### src/rtl/cache_dma_bridge_if.sv
// Word-wide memory bus between cache_dma_bridge (master) and the memory (slave).
// One beat in flight; read data returns on mem_rvalid_i after the handshake.
interface cache_dma_bridge_if #(
  parameter int ADDR_W = 32,
  parameter int MEM_W  = 32
);
  logic              mem_req_o;
  logic              mem_we_o;
  logic [ADDR_W-1:0] mem_addr_o;
  logic [MEM_W-1:0]  mem_wdata_o;
  logic              mem_ready_i;
  logic [MEM_W-1:0]  mem_rdata_i;
  logic              mem_rvalid_i;

  modport master (
    output mem_req_o, mem_we_o, mem_addr_o, mem_wdata_o,
    input  mem_ready_i, mem_rdata_i, mem_rvalid_i
  );

  modport slave (
    input  mem_req_o, mem_we_o, mem_addr_o, mem_wdata_o,
    output mem_ready_i, mem_rdata_i, mem_rvalid_i
  );
endinterface

### src/rtl/cache_dma_bridge.sv
// Cache refill / eviction engine over a word-wide memory bus: blocks are split into
// MEM_W beats (beat 0 = LSBs). Define CACHE_DMA_BRIDGE_PERF_EN for fill/evict/stall counters.
module cache_dma_bridge #(
  parameter int BLOCK_BITS = 512,
  parameter int MEM_W      = 32,
  parameter int ADDR_W     = 32
) (
  input  logic                  clk_i,
  input  logic                  rst_i,
  input  logic [ADDR_W-1:0]     req_addr_i,
  input  logic                  req_i,
  input  logic [ADDR_W-1:0]     ev_addr_i,
  input  logic [BLOCK_BITS-1:0] ev_data_i,
  input  logic                  ev_i,
  output logic [BLOCK_BITS-1:0] fill_data_o,
  output logic [ADDR_W-1:0]     fill_addr_o,
  output logic                  fill_valid_o,
  output logic                  ev_done_o,
  cache_dma_bridge_if.master    mem
`ifdef CACHE_DMA_BRIDGE_PERF_EN
  ,
  output logic [15:0]           fill_cnt_o,
  output logic [15:0]           ev_cnt_o,
  output logic [15:0]           stall_cnt_o
`endif
);

  localparam int BEATS   = BLOCK_BITS / MEM_W;
  localparam int BEAT_W  = (BEATS > 1) ? $clog2(BEATS) : 1;
  localparam int BLK_OFF = $clog2(BLOCK_BITS / 8);
  localparam int WRD_OFF = $clog2(MEM_W / 8);
  localparam logic [ADDR_W-1:0] BLK_MASK = ~((ADDR_W'(1) << BLK_OFF) - ADDR_W'(1));

  typedef enum logic [2:0] {IDLE, EV_BEAT, FL_BEAT, FL_WAIT, EV_DONE, FL_DONE} state_t;

  state_t                r_state, w_next;
  logic [BEAT_W-1:0]     r_beat;
  logic [ADDR_W-1:0]     r_base;
  logic [BLOCK_BITS-1:0] r_ev_data;
  logic [BLOCK_BITS-1:0] r_buf;
  logic [BLOCK_BITS-1:0] r_fill_data;
  logic [ADDR_W-1:0]     r_fill_addr;
  logic                  r_ev_arm, r_rq_arm;

  logic                  w_acc_ev, w_acc_fl, w_hs, w_last, w_store;
  logic [ADDR_W-1:0]     w_beat_addr;
  logic [BLOCK_BITS-1:0] w_buf_next;

  // Eviction wins a tie so a dirty block is written back before an aliasing refill reads it.
  assign w_acc_ev    = (r_state == IDLE) && ev_i && r_ev_arm;
  assign w_acc_fl    = (r_state == IDLE) && !w_acc_ev && req_i && r_rq_arm;
  assign w_hs        = mem.mem_req_o && mem.mem_ready_i;
  assign w_last      = (r_beat == BEAT_W'(BEATS - 1));
  assign w_store     = (r_state == FL_WAIT) && mem.mem_rvalid_i;
  assign w_beat_addr = r_base + (ADDR_W'(r_beat) << WRD_OFF);

  assign fill_data_o = r_fill_data;
  assign fill_addr_o = r_fill_addr;

  always_ff @(posedge clk_i or posedge rst_i) begin
    if (rst_i) r_state <= IDLE;
    else       r_state <= w_next;
  end

  always_comb begin
    w_next = r_state;
    case (r_state)
      IDLE: begin
        if (w_acc_ev)      w_next = EV_BEAT;
        else if (w_acc_fl) w_next = FL_BEAT;
      end
      EV_BEAT: if (w_hs && w_last) w_next = EV_DONE;
      EV_DONE: w_next = IDLE;
      FL_BEAT: if (w_hs) w_next = FL_WAIT;
      FL_WAIT: if (mem.mem_rvalid_i) w_next = w_last ? FL_DONE : FL_BEAT;
      FL_DONE: w_next = IDLE;
      default: w_next = IDLE;
    endcase
  end

  always_comb begin
    mem.mem_req_o   = 1'b0;
    mem.mem_we_o    = 1'b0;
    mem.mem_addr_o  = '0;
    mem.mem_wdata_o = '0;
    ev_done_o       = 1'b0;
    fill_valid_o    = 1'b0;
    case (r_state)
      EV_BEAT: begin
        mem.mem_req_o   = 1'b1;
        mem.mem_we_o    = 1'b1;
        mem.mem_addr_o  = w_beat_addr;
        mem.mem_wdata_o = r_ev_data[int'(r_beat) * MEM_W +: MEM_W];
      end
      FL_BEAT: begin
        mem.mem_req_o  = 1'b1;
        mem.mem_addr_o = w_beat_addr;
      end
      EV_DONE: ev_done_o    = 1'b1;
      FL_DONE: fill_valid_o = 1'b1;
      default: ;
    endcase
  end

  always_comb begin
    w_buf_next = r_buf;
    w_buf_next[int'(r_beat) * MEM_W +: MEM_W] = mem.mem_rdata_i;
  end

  // Refill data gathers in r_buf and is published only on the last beat.
  always_ff @(posedge clk_i or posedge rst_i) begin
    if (rst_i) begin
      r_beat      <= '0;
      r_base      <= '0;
      r_ev_data   <= '0;
      r_buf       <= '0;
      r_fill_data <= '0;
      r_fill_addr <= '0;
      r_ev_arm    <= 1'b1;
      r_rq_arm    <= 1'b1;
    end else begin
      if (w_acc_ev) begin
        r_base    <= ev_addr_i & BLK_MASK;
        r_ev_data <= ev_data_i;
        r_beat    <= '0;
      end else if (w_acc_fl) begin
        r_base <= req_addr_i & BLK_MASK;
        r_beat <= '0;
      end
      if ((r_state == EV_BEAT) && w_hs && !w_last) r_beat <= r_beat + 1'b1;
      if (w_store) begin
        r_buf <= w_buf_next;
        if (w_last) begin
          r_fill_data <= w_buf_next;
          r_fill_addr <= r_base;
        end else begin
          r_beat <= r_beat + 1'b1;
        end
      end
      if (w_acc_ev)  r_ev_arm <= 1'b0;
      else if (!ev_i) r_ev_arm <= 1'b1;
      if (w_acc_fl)   r_rq_arm <= 1'b0;
      else if (!req_i) r_rq_arm <= 1'b1;
    end
  end

`ifdef CACHE_DMA_BRIDGE_PERF_EN
  logic [15:0] r_fill_cnt, r_ev_cnt, r_stall_cnt;

  always_ff @(posedge clk_i or posedge rst_i) begin
    if (rst_i) begin
      r_fill_cnt  <= '0;
      r_ev_cnt    <= '0;
      r_stall_cnt <= '0;
    end else begin
      if (fill_valid_o) r_fill_cnt <= r_fill_cnt + 16'd1;
      if (ev_done_o)    r_ev_cnt   <= r_ev_cnt + 16'd1;
      if (mem.mem_req_o && !mem.mem_ready_i) r_stall_cnt <= r_stall_cnt + 16'd1;
    end
  end

  assign fill_cnt_o  = r_fill_cnt;
  assign ev_cnt_o    = r_ev_cnt;
  assign stall_cnt_o = r_stall_cnt;
`endif

endmodule

### src/flat_wrapper.sv
// flat-port wrapper written by rule: the top's interface ports become plain ports
module cache_dma_bridge_flat 
#(
  parameter int BLOCK_BITS = 512,
  parameter int MEM_W      = 32,
  parameter int ADDR_W     = 32
)
  (clk_i, rst_i, req_addr_i, req_i, ev_addr_i, ev_data_i, ev_i, fill_data_o, fill_addr_o, fill_valid_o, ev_done_o, mem_mem_req_o, mem_mem_we_o, mem_mem_addr_o, mem_mem_wdata_o, mem_mem_ready_i, mem_mem_rdata_i, mem_mem_rvalid_i);
  cache_dma_bridge_if #(.ADDR_W(ADDR_W), .MEM_W(MEM_W)) mem_i ();
  input  logic clk_i;
  input  logic rst_i;
  input  logic [ADDR_W-1:0] req_addr_i;
  input  logic req_i;
  input  logic [ADDR_W-1:0] ev_addr_i;
  input  logic [BLOCK_BITS-1:0] ev_data_i;
  input  logic ev_i;
  output logic [BLOCK_BITS-1:0] fill_data_o;
  output logic [ADDR_W-1:0] fill_addr_o;
  output logic fill_valid_o;
  output logic ev_done_o;
  output wire logic [$bits(mem_i.mem_req_o)-1:0] mem_mem_req_o;
  output wire logic [$bits(mem_i.mem_we_o)-1:0] mem_mem_we_o;
  output wire logic [$bits(mem_i.mem_addr_o)-1:0] mem_mem_addr_o;
  output wire logic [$bits(mem_i.mem_wdata_o)-1:0] mem_mem_wdata_o;
  input wire logic [$bits(mem_i.mem_ready_i)-1:0] mem_mem_ready_i;
  input wire logic [$bits(mem_i.mem_rdata_i)-1:0] mem_mem_rdata_i;
  input wire logic [$bits(mem_i.mem_rvalid_i)-1:0] mem_mem_rvalid_i;
  assign mem_mem_req_o = mem_i.mem_req_o;
  assign mem_mem_we_o = mem_i.mem_we_o;
  assign mem_mem_addr_o = mem_i.mem_addr_o;
  assign mem_mem_wdata_o = mem_i.mem_wdata_o;
  assign mem_i.mem_ready_i = mem_mem_ready_i;
  assign mem_i.mem_rdata_i = mem_mem_rdata_i;
  assign mem_i.mem_rvalid_i = mem_mem_rvalid_i;
  cache_dma_bridge #(.BLOCK_BITS(BLOCK_BITS), .MEM_W(MEM_W), .ADDR_W(ADDR_W)) u_core (.clk_i(clk_i), .rst_i(rst_i), .req_addr_i(req_addr_i), .req_i(req_i), .ev_addr_i(ev_addr_i), .ev_data_i(ev_data_i), .ev_i(ev_i), .fill_data_o(fill_data_o), .fill_addr_o(fill_addr_o), .fill_valid_o(fill_valid_o), .ev_done_o(ev_done_o), .mem(mem_i));
endmodule
### config.mk
export PLATFORM = sky130hd
export DESIGN_NAME = cache_dma_bridge_flat
export DESIGN_NICKNAME = d
export VERILOG_FILES = /design/src/rtl/cache_dma_bridge_if.sv /design/src/rtl/cache_dma_bridge.sv /design/src/flat_wrapper.sv
export SDC_FILE = /design/constraint.sdc
export NUM_CORES = 2
export LEC_CHECK = 0
export BUFFER_PORTS_ARGS = -buffer_cell sky130_fd_sc_hd__buf_4
export CORE_AREA = 5 5 468 470
export CTS_CLUSTER_DIAMETER = 30
export DETAILED_ROUTE_END_ITERATION = 10
export DIE_AREA = 0 0 473 475
export MAX_ROUTING_LAYER = met4
export PLACE_DENSITY = 0.6
export SLEW_MARGIN = 20
export SYNTH_ARGS = -nofsm -noshare
export SYNTH_HDL_FRONTEND = slang
export SYNTH_SLANG_ARGS = --single-unit
### constraint.sdc
create_clock -name clk_i -period 135.8 [get_ports clk_i]
set_input_delay 27.16 -clock clk_i [delete_from_list [all_inputs] [get_ports clk_i]]
set_output_delay 27.16 -clock clk_i [all_outputs]
set_load 0.02 [all_outputs]
==> metrics.yaml <==
syn_inst: 6876
postCtsHoldBufs: 0
ant_nets: 0
min_path_type: "reg -> reg"
final_cell_mix: "nand2_1, dfrtp_1, buf_4"
ys_ff_latch: 1597
drcViolationCount: 0
num-fill-cells: 20340
vdd_drop_max_mv: 0.01258
post_drt_wl_per_cell_um: 24.91
power.total_mw: 1.957
cts_sinks: 1597
synth-edff-count: 0
die_h_um: 475
port_buffers: 1205
grt_remaining_overflow: 0
nNetsFinal: 8655
worst_r2r_endpoint: "u_core.fill_data_o[342]$_DFFE_PP0P_"
dp_hpwl_um: 193300
min_path_cells: 2
dieWidth_um: 473
clk_pin_slew_worst_paths_ns: 0.05
vias: 56660
gr-usage-all-layers_pct: 24.82
slew_violations: 0
clock_latency_ns: 0.96
cp.arrival_ns: 6.03
setup_viol: 0
relSlewSlack_pct: 24.24
finalHoldViolations: 0
min_to: "u_core.fill_data_o[11]$_DFFE_PP0P_"
hold_slack_ns: 0.4601
final_common_cell: "nand2_1"
totalWireLength_um: 279000
fin_crit_ns: 33.20
setup_tns_ns: 0
worstSetupPathType: "reg -> out"
cts_root_buf: "clkbuf_16"
viasPerCell: 5.058
cts_setup_buffers: 0
reg2reg_slack_ns: 130.66
synth_flop_cell: "dfrtp_1"
rsz0062_at_grt: "no"
critPathCaptureType: "output pin"
cts_buffer_depth: 4
yosys.cell_types.count: 57
antenna_found_initial: 65
cts_max_level: 5
place_congestion: 0.8876
p_leak_nw: 44.67
maxCapViolCount: 0
dr.pass1.iters: 6
row_count: 170
area_growth_pct: 35.32
outcome: "finished, final reports clean"
cp_common_cell: "buf_4"
grt_pass1_wl_um: 399200
powerDensity_mw_per_mm2: 21.02
synth.avg_cell_area_um2: 10.01
post_cts_resized: 0
synthArstFlopShare_pct: 100.0
skew_ns: 0.1029
min_from: "u_core.r_buf[11]$_DFFE_PP0P_"
drtIter0Drc: 4924
startpoint_type: "flop"
drive_above_1_share_pct: 26.47
cts_tree: "yes"
io_pins: 1226
cts_made_buffers: 370
yosysSeqAreaShare_pct: 58.07
crit_slowest_cell: "dfrtp_4"
max_freq_mhz: 30.13
required_ns: 108.64
tightest_slew_ns: 1.135
initial_core_util_pct: 32.16
die-area_mm2: 0.2247
r2r_start: "u_core.r_beat[0]$_DFF_PP0_"
rr_worst_depth: 8
grt_max_degree: 202
grt_pass1_vias: 57530
crit_chain: "buf_12, buf_4, buf_4, mux4_2, a22oi_1, nand2_1, buf_4"
synth_area_mm2: 0.06882
synth_warnings: 0
critPathMaxStageDelay_ns: 0.84
min_period_over_period_pct: 24.44
core_mm2: 0.2140
path_max_fanout: 73
==> critical path: cells and delay by family (launching register included) <==
family,cells,cell delay [ns]
AO/OA/AOI/OAI,1,0.78
flip-flops,1,0.84
multiplexers,1,0.61
AND/OR/NAND/NOR,1,0.45
buffers and inverters,4,2.05
==> cell families (layout without fill, tap and decap cells) <==
logic type | Yosys count | count (layout) | synth area share, %
buf+inv | 536 | 1963 | 3.314
simple gates | 3070 | 3070 | 18.00
mux | 644 | 644 | 11.90
other cells | 1 | 62 | 0.005449
flops | 1597 | 1597 | 58.07
xor+xnor | 4 | 4 | 0.05091
compound gates | 1018 | 1018 | 8.556
fa+ha+maj | 6 | 6 | 0.1091
==> registers in the layout, summed over array words and instances, names as in the netlist <==
signal,flops
u_core.fill_addr_o,26
u_core.fill_data_o,512
u_core.r_base,26
u_core.r_beat,4
u_core.r_buf,512
u_core.r_ev_arm,1
u_core.r_ev_data,512
u_core.r_rq_arm,1
u_core.r_state,3
==> final cells by class <==
type / instances / area (um2) / area share [%]
sequential: 1597 / 39970 / 42.92
multi-input combinational: 4750 / 26870 / 28.86
clock buffer: 488 / 10340 / 11.11
timing repair buffer: 1308 / 9967 / 10.70
tap: 2838 / 3551 / 3.813
clock inverter: 159 / 2250 / 2.416
antenna: 54 / 135.1 / 0.1451
inverter: 8 / 37.54 / 0.04030
==> cells in the mapped netlist, types with 55 or more instances <==
cell | n | area (um2)
o21ai_0 | 678 | 3393
and2_1 | 78 | 488.0
mux4_2 | 126 | 2838
nand2_1 | 2642 | 9917
dfrtp_1 | 1595 | 39910
nor2_1 | 106 | 397.9
a221o_1 | 64 | 640.6
clkbuf_1 | 368 | 1381
a22oi_1 | 62 | 465.5
mux2i_1 | 387 | 3874
a31oi_1 | 55 | 344.1
o21ai_1 | 59 | 295.3
and3_1 | 103 | 644.4
mux2_2 | 120 | 1351
buf_2 | 125 | 625.6
==> power breakdown <==
part           internal, mW  switching (mW)  total, mW
clock                 0.617           0.277      0.894
combinational         0.159           0.269      0.428
sequential            0.571          0.0639      0.635
==> through the flow <==
stage                     util [%]  cells  area, um2  setup slack, ns
after floorplan                  -   6883      68850            63.58
after global placement       37.56  10500      80360           103.56
after detailed placement     37.56  10500      80360           103.57
after CTS                    43.44  11150      92950           102.58
after global routing         43.51  11190      93110           102.47
final                        43.52  11200      93130           102.61
==> per-layer routing <==
metal	vias up	global-route usage (%)	share of wire (%)
li1	25540	-	-
met1	28260	29.08	38
met2	2371	39.68	48
met3	492	7.150	8.7
met4	0	11.35	5.3
met5	-	-	0
==> worst max-delay path by stage <==
stage | startpoint | end | slack (ns) | cells past startpoint
finish | u_core.r_beat[0]$_DFF_PP0_ | mem_mem_wdata_o[24] | 102.61 | 7
global route | u_core.r_beat[0]$_DFF_PP0_ | mem_mem_wdata_o[24] | 102.47 | 7
CTS | u_core.r_beat[0]$_DFF_PP0_ | mem_mem_wdata_o[24] | 102.58 | 7
detailed placement | rst_i | u_core.r_beat[0]$_DFF_PP0_ | 103.57 | 7
global placement | u_core.r_beat[0]$_DFF_PP0_ | mem_mem_wdata_o[24] | 103.56 | 7
floorplan | rst_i | u_core.fill_addr_o[10]$_DFFE_PP0P_ | 63.58 | 1
Power figures use the tool's default switching activity.
